<file path="src/rtl/msix_req_sched_if.sv">
// Scheduler bus: PF/VF request strobes, MSI-X table read port, bridge request/ack and pending clears.
// slave = the scheduler, master = the surrounding PBA/table/bridge logic.
interface msix_req_sched_if #(
  parameter int ID_W     = 3,
  parameter int NUM_VEC  = 7,
  parameter int NUM_VVEC = 5
);
  logic                i_intr_valid;
  logic [ID_W-1:0]     i_intr_id;
  logic                i_vintr_valid;
  logic [ID_W-1:0]     i_vintr_id;
  logic                o_tbl_rd_en;
  logic [ID_W:0]       o_tbl_rd_addr;
  logic [95:0]         i_tbl_rd_data;
  logic [95:0]         o_msix_table_entry;
  logic [ID_W:0]       o_intr_id;
  logic                o_intr_val;
  logic                i_intr_ack;
  logic [NUM_VEC-1:0]  o_pba_sclr;
  logic [NUM_VVEC-1:0] o_vpba_sclr;
  logic                o_ovf_err;
`ifdef MSIX_REQ_TIMEOUT_EN
  logic                o_timeout_err;
`endif

  modport slave (
    input  i_intr_valid, i_intr_id, i_vintr_valid, i_vintr_id,
    input  i_tbl_rd_data, i_intr_ack,
    output o_tbl_rd_en, o_tbl_rd_addr, o_msix_table_entry, o_intr_id, o_intr_val,
    output o_pba_sclr, o_vpba_sclr, o_ovf_err
`ifdef MSIX_REQ_TIMEOUT_EN
    , output o_timeout_err
`endif
  );

  modport master (
    output i_intr_valid, i_intr_id, i_vintr_valid, i_vintr_id,
    output i_tbl_rd_data, i_intr_ack,
    input  o_tbl_rd_en, o_tbl_rd_addr, o_msix_table_entry, o_intr_id, o_intr_val,
    input  o_pba_sclr, o_vpba_sclr, o_ovf_err
`ifdef MSIX_REQ_TIMEOUT_EN
    , input o_timeout_err
`endif
  );
endinterface

</file>
<file path="src/rtl/msix_req_sched.sv">
// MSI-X request scheduler: coalescing PF/VF request FIFOs, round-robin grant, table read, hold-until-ack.
// Optional ack watchdog under `define MSIX_REQ_TIMEOUT_EN (adds o_timeout_err).
module msix_req_sched #(
  parameter int NUM_VEC     = 7,
  parameter int NUM_VVEC    = 5,
  parameter int ID_W        = 3,
  parameter int FIFO_DEPTH  = 8,
  parameter int TBL_RD_LAT  = 2,
  parameter int TIMEOUT_CYC = 1024
) (
  input logic           clk,
  input logic           rst,
  msix_req_sched_if.slave bus
);

  localparam int AW = (FIFO_DEPTH > 1) ? $clog2(FIFO_DEPTH) : 1;
  localparam int CW = $clog2(FIFO_DEPTH + 1);
  localparam int LW = (TBL_RD_LAT > 1) ? $clog2(TBL_RD_LAT) : 1;

  if (((1 << ID_W) < NUM_VEC) || ((1 << ID_W) < NUM_VVEC) || (FIFO_DEPTH < 1) ||
      (TBL_RD_LAT < 1) || (TIMEOUT_CYC < 2)) begin : g_bad_cfg
    $error("msix_req_sched: illegal parameter combination");
  end

  typedef enum logic [1:0] {S_IDLE, S_RD, S_WAIT, S_REQ} state_t;

  state_t              state;
  logic                pf_pri;
  logic [LW-1:0]       lat_cnt;

  logic [ID_W-1:0]     pf_mem [FIFO_DEPTH];
  logic [ID_W-1:0]     vf_mem [FIFO_DEPTH];
  logic [AW-1:0]       pf_wr, pf_rd, vf_wr, vf_rd;
  logic [CW-1:0]       pf_cnt, vf_cnt;
  logic [NUM_VEC-1:0]  pf_pend, pf_clr, pf_sel, pf_done;
  logic [NUM_VVEC-1:0] vf_pend, vf_clr, vf_sel, vf_done;

  logic                pf_ne, vf_ne, grant, grant_vf, pf_pop, vf_pop;
  logic [ID_W-1:0]     pf_head, vf_head;
  logic                pf_in_rng, vf_in_rng, pf_coal, vf_coal;
  logic                pf_push, vf_push, pf_drop, vf_drop;

  assign pf_ne    = (pf_cnt != '0);
  assign vf_ne    = (vf_cnt != '0);
  assign grant    = (state == S_IDLE) && (pf_ne || vf_ne);
  assign grant_vf = vf_ne && (!pf_ne || !pf_pri);
  assign pf_pop   = grant && !grant_vf;
  assign vf_pop   = grant && grant_vf;
  assign pf_head  = pf_mem[pf_rd];
  assign vf_head  = vf_mem[vf_rd];

  assign pf_in_rng = bus.i_intr_valid  && ({1'b0, bus.i_intr_id}  < (ID_W+1)'(NUM_VEC));
  assign vf_in_rng = bus.i_vintr_valid && ({1'b0, bus.i_vintr_id} < (ID_W+1)'(NUM_VVEC));

  always_comb begin
    pf_clr  = '0;
    pf_sel  = '0;
    pf_done = '0;
    for (int i = 0; i < NUM_VEC; i++) begin
      pf_clr[i]  = pf_pop && (pf_head == ID_W'(i));
      pf_sel[i]  = pf_in_rng && (bus.i_intr_id == ID_W'(i));
      pf_done[i] = !bus.o_intr_id[ID_W] && (bus.o_intr_id[ID_W-1:0] == ID_W'(i));
    end
  end

  always_comb begin
    vf_clr  = '0;
    vf_sel  = '0;
    vf_done = '0;
    for (int i = 0; i < NUM_VVEC; i++) begin
      vf_clr[i]  = vf_pop && (vf_head == ID_W'(i));
      vf_sel[i]  = vf_in_rng && (bus.i_vintr_id == ID_W'(i));
      vf_done[i] = bus.o_intr_id[ID_W] && (bus.o_intr_id[ID_W-1:0] == ID_W'(i));
    end
  end

  // A vector popped this cycle is no longer pending, so a same-cycle re-request is queued, not lost.
  assign pf_coal = |(pf_sel & pf_pend & ~pf_clr);
  assign vf_coal = |(vf_sel & vf_pend & ~vf_clr);
  assign pf_push = pf_in_rng && !pf_coal && (pf_cnt != CW'(FIFO_DEPTH));
  assign vf_push = vf_in_rng && !vf_coal && (vf_cnt != CW'(FIFO_DEPTH));
  assign pf_drop = pf_in_rng && !pf_coal && (pf_cnt == CW'(FIFO_DEPTH));
  assign vf_drop = vf_in_rng && !vf_coal && (vf_cnt == CW'(FIFO_DEPTH));

  always_ff @(posedge clk) begin
    if (pf_push) pf_mem[pf_wr] <= bus.i_intr_id;
    if (vf_push) vf_mem[vf_wr] <= bus.i_vintr_id;
  end

  always_ff @(posedge clk) begin
    if (rst) begin
      pf_wr         <= '0;
      pf_rd         <= '0;
      pf_cnt        <= '0;
      pf_pend       <= '0;
      vf_wr         <= '0;
      vf_rd         <= '0;
      vf_cnt        <= '0;
      vf_pend       <= '0;
      bus.o_ovf_err <= 1'b0;
    end else begin
      if (pf_push) pf_wr <= (pf_wr == AW'(FIFO_DEPTH - 1)) ? '0 : pf_wr + 1'b1;
      if (pf_pop)  pf_rd <= (pf_rd == AW'(FIFO_DEPTH - 1)) ? '0 : pf_rd + 1'b1;
      if (vf_push) vf_wr <= (vf_wr == AW'(FIFO_DEPTH - 1)) ? '0 : vf_wr + 1'b1;
      if (vf_pop)  vf_rd <= (vf_rd == AW'(FIFO_DEPTH - 1)) ? '0 : vf_rd + 1'b1;
      pf_cnt  <= pf_cnt + CW'(pf_push) - CW'(pf_pop);
      vf_cnt  <= vf_cnt + CW'(vf_push) - CW'(vf_pop);
      pf_pend <= (pf_pend & ~pf_clr) | (pf_push ? pf_sel : '0);
      vf_pend <= (vf_pend & ~vf_clr) | (vf_push ? vf_sel : '0);
      if (pf_drop || vf_drop) bus.o_ovf_err <= 1'b1;
    end
  end

`ifdef MSIX_REQ_TIMEOUT_EN
  localparam int TW = $clog2(TIMEOUT_CYC);
  logic [TW-1:0] to_cnt;
`endif

  always_ff @(posedge clk) begin
    if (rst) begin
      state                  <= S_IDLE;
      pf_pri                 <= 1'b1;
      lat_cnt                <= '0;
      bus.o_tbl_rd_en        <= 1'b0;
      bus.o_tbl_rd_addr      <= '0;
      bus.o_msix_table_entry <= '0;
      bus.o_intr_id          <= '0;
      bus.o_intr_val         <= 1'b0;
      bus.o_pba_sclr         <= '0;
      bus.o_vpba_sclr        <= '0;
`ifdef MSIX_REQ_TIMEOUT_EN
      to_cnt                 <= '0;
      bus.o_timeout_err      <= 1'b0;
`endif
    end else begin
      bus.o_tbl_rd_en <= 1'b0;
      bus.o_pba_sclr  <= '0;
      bus.o_vpba_sclr <= '0;
      case (state)
        S_IDLE: begin
          if (grant) begin
            state             <= S_RD;
            pf_pri            <= grant_vf;
            bus.o_tbl_rd_en   <= 1'b1;
            bus.o_tbl_rd_addr <= {grant_vf, grant_vf ? vf_head : pf_head};
            bus.o_intr_id     <= {grant_vf, grant_vf ? vf_head : pf_head};
          end
        end
        S_RD: begin
          state   <= S_WAIT;
          lat_cnt <= '0;
        end
        S_WAIT: begin
          if (lat_cnt == LW'(TBL_RD_LAT - 1)) begin
            state                  <= S_REQ;
            bus.o_msix_table_entry <= bus.i_tbl_rd_data;
            bus.o_intr_val         <= 1'b1;
`ifdef MSIX_REQ_TIMEOUT_EN
            to_cnt                 <= '0;
`endif
          end else begin
            lat_cnt <= lat_cnt + 1'b1;
          end
        end
        S_REQ: begin
          if (bus.i_intr_ack) begin
            state           <= S_IDLE;
            bus.o_intr_val  <= 1'b0;
            bus.o_pba_sclr  <= pf_done;
            bus.o_vpba_sclr <= vf_done;
          end
`ifdef MSIX_REQ_TIMEOUT_EN
          // Expiry abandons the request without clearing its pending bit upstream.
          else if (to_cnt == TW'(TIMEOUT_CYC - 1)) begin
            state             <= S_IDLE;
            bus.o_intr_val    <= 1'b0;
            bus.o_timeout_err <= 1'b1;
          end else begin
            to_cnt <= to_cnt + 1'b1;
          end
`endif
        end
        default: state <= S_IDLE;
      endcase
    end
  end

endmodule

</file>
<file path="src/flat_wrapper.sv">
// flat-port wrapper written by rule: the top's interface ports become plain ports
module msix_req_sched_flat 
#(
  parameter int NUM_VEC     = 7,
  parameter int NUM_VVEC    = 5,
  parameter int ID_W        = 3,
  parameter int FIFO_DEPTH  = 8,
  parameter int TBL_RD_LAT  = 2,
  parameter int TIMEOUT_CYC = 1024
)
  (clk, rst, bus_i_intr_valid, bus_i_intr_id, bus_i_vintr_valid, bus_i_vintr_id, bus_i_tbl_rd_data, bus_i_intr_ack, bus_o_tbl_rd_en, bus_o_tbl_rd_addr, bus_o_msix_table_entry, bus_o_intr_id, bus_o_intr_val, bus_o_pba_sclr, bus_o_vpba_sclr, bus_o_ovf_err);
  msix_req_sched_if #(.ID_W(ID_W), .NUM_VEC(NUM_VEC), .NUM_VVEC(NUM_VVEC)) bus_i ();
  input logic clk;
  input logic rst;
  input wire logic [$bits(bus_i.i_intr_valid)-1:0] bus_i_intr_valid;
  input wire logic [$bits(bus_i.i_intr_id)-1:0] bus_i_intr_id;
  input wire logic [$bits(bus_i.i_vintr_valid)-1:0] bus_i_vintr_valid;
  input wire logic [$bits(bus_i.i_vintr_id)-1:0] bus_i_vintr_id;
  input wire logic [$bits(bus_i.i_tbl_rd_data)-1:0] bus_i_tbl_rd_data;
  input wire logic [$bits(bus_i.i_intr_ack)-1:0] bus_i_intr_ack;
  output wire logic [$bits(bus_i.o_tbl_rd_en)-1:0] bus_o_tbl_rd_en;
  output wire logic [$bits(bus_i.o_tbl_rd_addr)-1:0] bus_o_tbl_rd_addr;
  output wire logic [$bits(bus_i.o_msix_table_entry)-1:0] bus_o_msix_table_entry;
  output wire logic [$bits(bus_i.o_intr_id)-1:0] bus_o_intr_id;
  output wire logic [$bits(bus_i.o_intr_val)-1:0] bus_o_intr_val;
  output wire logic [$bits(bus_i.o_pba_sclr)-1:0] bus_o_pba_sclr;
  output wire logic [$bits(bus_i.o_vpba_sclr)-1:0] bus_o_vpba_sclr;
  output wire logic [$bits(bus_i.o_ovf_err)-1:0] bus_o_ovf_err;
  assign bus_i.i_intr_valid = bus_i_intr_valid;
  assign bus_i.i_intr_id = bus_i_intr_id;
  assign bus_i.i_vintr_valid = bus_i_vintr_valid;
  assign bus_i.i_vintr_id = bus_i_vintr_id;
  assign bus_i.i_tbl_rd_data = bus_i_tbl_rd_data;
  assign bus_i.i_intr_ack = bus_i_intr_ack;
  assign bus_o_tbl_rd_en = bus_i.o_tbl_rd_en;
  assign bus_o_tbl_rd_addr = bus_i.o_tbl_rd_addr;
  assign bus_o_msix_table_entry = bus_i.o_msix_table_entry;
  assign bus_o_intr_id = bus_i.o_intr_id;
  assign bus_o_intr_val = bus_i.o_intr_val;
  assign bus_o_pba_sclr = bus_i.o_pba_sclr;
  assign bus_o_vpba_sclr = bus_i.o_vpba_sclr;
  assign bus_o_ovf_err = bus_i.o_ovf_err;
  msix_req_sched #(.NUM_VEC(NUM_VEC), .NUM_VVEC(NUM_VVEC), .ID_W(ID_W), .FIFO_DEPTH(FIFO_DEPTH), .TBL_RD_LAT(TBL_RD_LAT), .TIMEOUT_CYC(TIMEOUT_CYC)) u_core (.clk(clk), .rst(rst), .bus(bus_i));
endmodule
</file>
<file path="config.mk">
export PLATFORM = sky130hd
export DESIGN_NAME = msix_req_sched_flat
export DESIGN_NICKNAME = d
export VERILOG_FILES = /design/src/rtl/msix_req_sched_if.sv /design/src/rtl/msix_req_sched.sv /design/src/flat_wrapper.sv
export SDC_FILE = /design/constraint.sdc
export NUM_CORES = 1
export LEC_CHECK = 0
export BUFFER_PORTS_ARGS = -buffer_cell sky130_fd_sc_hd__buf_2
export CORE_MARGIN = 2
export CORE_UTILIZATION = 47
export DETAILED_ROUTE_END_ITERATION = 16
export PLACE_DENSITY = 0.75
export SKIP_LAST_GASP = 1
export SYNTH_ARGS = -nofsm -noshare
export SYNTH_HDL_FRONTEND = slang
export SYNTH_SLANG_ARGS = --single-unit
</file>
<file path="constraint.sdc">
create_clock -name clk -period 3.5 [get_ports clk]
set_input_delay 0.175 -clock clk [delete_from_list [all_inputs] [get_ports clk]]
set_output_delay 0.175 -clock clk [all_outputs]
set_load 0.01 [all_outputs]
</file>
==> key figures <==
Power and ir drop
  • Combinational cell fraction of total power: 22.7%
  • Switching pwr: 1.96 mW
  • Maximum VDD drop: 0.000477 V
  • Fraction of power consumed by sequential logic: 41.0%
  • Clk network pwr share: 36.2%
  • Internal power: 4.81 mW
  • Switching Share: 29.0%
  • Leak: 4.59 nW
  • Total design power: 6.77 mW
  • Power density over the cells: 603 nW/um^2

Critical path
  • Crit-path cells: inv_1 -> ha_1 -> or3b_1 -> a211o_1 -> o41ai_2 -> o2111ai_2 -> nor3_4 -> ha_1 -> inv_1 -> fa_1 -> xor2_1 -> nor2_1
  • Arrival time reported for the critical path endpoint: 3.59 ns
  • Type of element launching the critical path: register
  • Top fanout value on the critical path: 10
  • Worst Path Class, Setup: reg2reg
  • Cell family with the largest share of critical-path delay: compound AO/OA/AOI/OAI gates
  • Slowest cell on the critical path: sky130_fd_sc_hd__o41ai_2
  • Peak per-stage delay on the critical path: 0.47 ns
  • Required time at the worst-slack endpoint: 3.85 ns
  • Endpoint class of the critical path: register
  • Total buffers and inverters traversed by the critical path: 2

Synth
  • Synthesized area: 8140 um^2
  • Flip-flop and latch count after synthesis: 205
  • Post-synthesis instance total: 839
  • Library cell occupying the most area in the post-synthesis netlist: sky130_fd_sc_hd__dfxtp_1
  • Unique masters post-synth: 61
  • Most common cell in the netlist: sky130_fd_sc_hd__nand2_1
  • EDFF count, synth: 48
  • Share of synthesized area occupied by flip-flops and latches: 56.3%
  • Avg Inst Size Synth: 9.71 um^2
  • Yosys synthesis warning count: 0
  • Leading post-synthesis cells by cell area: sky130_fd_sc_hd__dfxtp_1 (39%), sky130_fd_sc_hd__edfxtp_1 (18%), sky130_fd_sc_hd__nand2_1 (10%)
  • Most used flip-flop cell after synthesis: sky130_fd_sc_hd__dfxtp_1
  • Most instantiated cells after synthesis: sky130_fd_sc_hd__nand2_1 (220), sky130_fd_sc_hd__dfxtp_1 (157), sky130_fd_sc_hd__a21oi_1 (111)
  • Total nets after synthesis: 972
  • Area fraction of the dominant cell type after synthesis: 38.6%
  • Async set or reset register ratio after synthesis: 0%

Route
  • Vias per inst: 5.30
  • Remaining antenna violation count: 0
  • Residual DRC count: 0
  • Number of detailed-routing iterations run before antenna repair: 6
  • Avg WL per Cell: 16.6 um
  • Detailed router's first-iteration violation count: 394
  • Routed Wire Length: 23.1 mm
  • DR vias: 7,351

Floorplanning
  • Vertical die dimension: 136 um
  • Boundary Pins: 226
  • Floorplan row count: 48
  • Initial Util: 47.6%
  • Area inside the core boundary: 17,100 um^2
  • Die W: 136 um
  • Die footprint: 18,400 um^2

Placement
  • Placed cell count: 1,251
  • Port Buffer Count: 225
  • DP HPWL: 13.4 mm
  • GP Congestion: 0.800

Clocking
  • Count of clock tree sinks: 205
  • Later-pin clock latency in the skew report: 0.50 ns
  • Number of buffers created by CTS: 22
  • CTS tree: built
  • H-tree depth: 1
  • Root buffer cell: sky130_fd_sc_hd__clkbuf_16
  • Clock transition time at the flip-flop clock pins of the worst setup and hold paths: 0.06 ns
  • Max clock buf depth: 3

Outcome
  • Outcome: complete, no violations

Timing
  • Unrepaired setup endpoints after global routing: no
  • Setup violation total in the final timing report: 0
  • Setup Skew: 0.0116 ns
  • Ratio of final minimum period to clock period: 92.7%
  • Final sum of negative setup slack: 0 ns
  • Max-slew headroom: 28.6%
  • Final Max Slew Viols: 0
  • Final hold violations: 0
  • Period minus WS final: 3.24 ns
  • Measured slew at the worst slew-check pin: 1.07 ns
  • Fmax: 308 MHz

GRT
  • Overall global routing resource usage: 24.0%
  • Global-route wire length before repair: 35.5 mm
  • Number of global-route vias before repair: 7,062
  • Residual overflow from global routing: 0
  • Antenna violations before repair: 0
  • Maximum number of pins on one net before global-route repair: 102

Final layout
  • Area added between synthesis and finish: 37.9%
  • Share of post-route cells with drive strength above 1: 26.8%
  • Antenna Diode Count: 0
  • Non-Filler Instances: 1,388
  • Final net count: 1,280

Hold path
  • Class of the most critical hold timing path: in2reg

Run
  • Max-cap viol count: 0
state kept, by name, summed over array words and instances, names as in the netlist, 2 cells and up, named ones only:
signal / count
u_core.vf_pend: 5
u_core.vf_cnt: 4
u_core.bus.o_tbl_rd_addr: 4
u_core.state: 2
u_core.bus.o_pba_sclr: 7
u_core.pf_cnt: 4
u_core.bus.o_msix_table_entry: 96
u_core.vf_mem: 24
u_core.vf_rd: 3
u_core.bus.o_vpba_sclr: 5
u_core.vf_wr: 3
u_core.pf_rd: 3
u_core.pf_wr: 3
u_core.pf_mem: 24
u_core.pf_pend: 7
area by class of cell:
class                           instances  area (um^2)
Clock buffer                           30          632
Multi-Input combinational cell        560         3320
Inverter                               24         90.1
Timing Repair Buffer                  334         2190
Fill cell                            1232         5880
Sequential cell                       205         4580
Tap cell                              225          282
Clock inverter                         10          136
power by group through the flow:
stage | combinational [mW] | clock [mW] | sequential, mW
final | 1.54 | 2.45 | 2.78
after detailed placement | 1.41 | 0 | 2.83
after floorplan | 1.07 | 0 | 2.76
after global placement | 1.37 | 0 | 2.81
after global routing | 1.72 | 2.58 | 2.81
after CTS | 1.51 | 2.48 | 2.78
worst reg2reg max path, stage by stage, from the launching register on:
cell and delay [ns]:
sky130_fd_sc_hd__dfxtp_1 0.30, sky130_fd_sc_hd__inv_1 0.09, sky130_fd_sc_hd__ha_1 0.16, sky130_fd_sc_hd__or3b_1 0.37, sky130_fd_sc_hd__a211o_1 0.46, sky130_fd_sc_hd__o41ai_2 0.47, sky130_fd_sc_hd__o2111ai_2 0.19, sky130_fd_sc_hd__nor3_4 0.23
sky130_fd_sc_hd__ha_1 0.19, sky130_fd_sc_hd__inv_1 0.05, sky130_fd_sc_hd__fa_1 0.37, sky130_fd_sc_hd__xor2_1 0.16, sky130_fd_sc_hd__nor2_1 0.06
layer usage:
layer	track usage [%]	vias to the layer above	wire length, um
met5	0	-	0
met1	29.4	3459	9380
met4	10.4	0	981
met2	40.3	343	11000
li1	-	3482	-
met3	5.72	67	1730
timing repair:
action / CTS / global route
setup endpoints to repair: 0 / 22
resized for setup: 0 / 9
hold buffers: 96 / 0
setup buffers: 0 / 1
hold endpoints to repair: 96 / 0
path summary, 6_finish.rpt:
check                                                                     from                                        endpoint  slack, ns  cells after the start
worst max-delay path                               u_core.pf_cnt[2]$_SDFF_PP0_                     u_core.vf_cnt[2]$_SDFF_PP0_       0.26                     12
worst min-delay path                                         bus_i_vintr_valid                    u_core.vf_pend[4]$_SDFF_PP0_       0.01                      3
worst max register to register                     u_core.pf_cnt[2]$_SDFF_PP0_                     u_core.vf_cnt[2]$_SDFF_PP0_       0.26                     12
worst min register to register  u_core.bus.o_msix_table_entry[10]$_SDFFE_PP0P_  u_core.bus.o_msix_table_entry[10]$_SDFFE_PP0P_       0.45                      2
cell families (layout without fill, tap and decap cells):
| group | count (synthesis) | after routing | share of synthesized area [%] |
|---|---|---|---|
| multiplexers | 29 | 29 | 5.26 |
| XOR/XNOR | 4 | 4 | 0.430 |
| flip-flops | 205 | 205 | 56.3 |
| AO/OA/AOI/OAI | 161 | 161 | 11.5 |
| adder cells (fa/ha/maj) | 26 | 26 | 4.18 |
| buffers and inverters | 74 | 398 | 3.66 |
| AND/OR/NAND/NOR | 340 | 340 | 18.6 |
cell usage in the layout (no fill, tap or decap), types with 23 or more instances in the layout:
| cell type | n |
|---|---|
| sky130_fd_sc_hd__buf_2 | 224 |
| sky130_fd_sc_hd__a21oi_1 | 111 |
| sky130_fd_sc_hd__nor2_1 | 36 |
| sky130_fd_sc_hd__edfxtp_1 | 48 |
| sky130_fd_sc_hd__clkbuf_16 | 23 |
| sky130_fd_sc_hd__nand2_1 | 219 |
| sky130_fd_sc_hd__dlygate4sd3_1 | 96 |
| sky130_fd_sc_hd__dfxtp_1 | 157 |
| sky130_fd_sc_hd__ha_1 | 24 |
| sky130_fd_sc_hd__inv_1 | 23 |
stage by stage:
step	setup slack [ns]	util [%]	hold WS (ns)	cell area, um^2
CTS	0.0449	65.3	0.00247	11200
finish	0.257	65.6	0.0148	11200
global placement	0.282	55.2	0.415	9450
detailed placement	0.0674	55.2	0.421	9450
floorplan	0.191	-	0.274	8140
global route	0.0216	65.6	0.0239	11200
No activity file was read; power rests on OpenSTA's default activity.
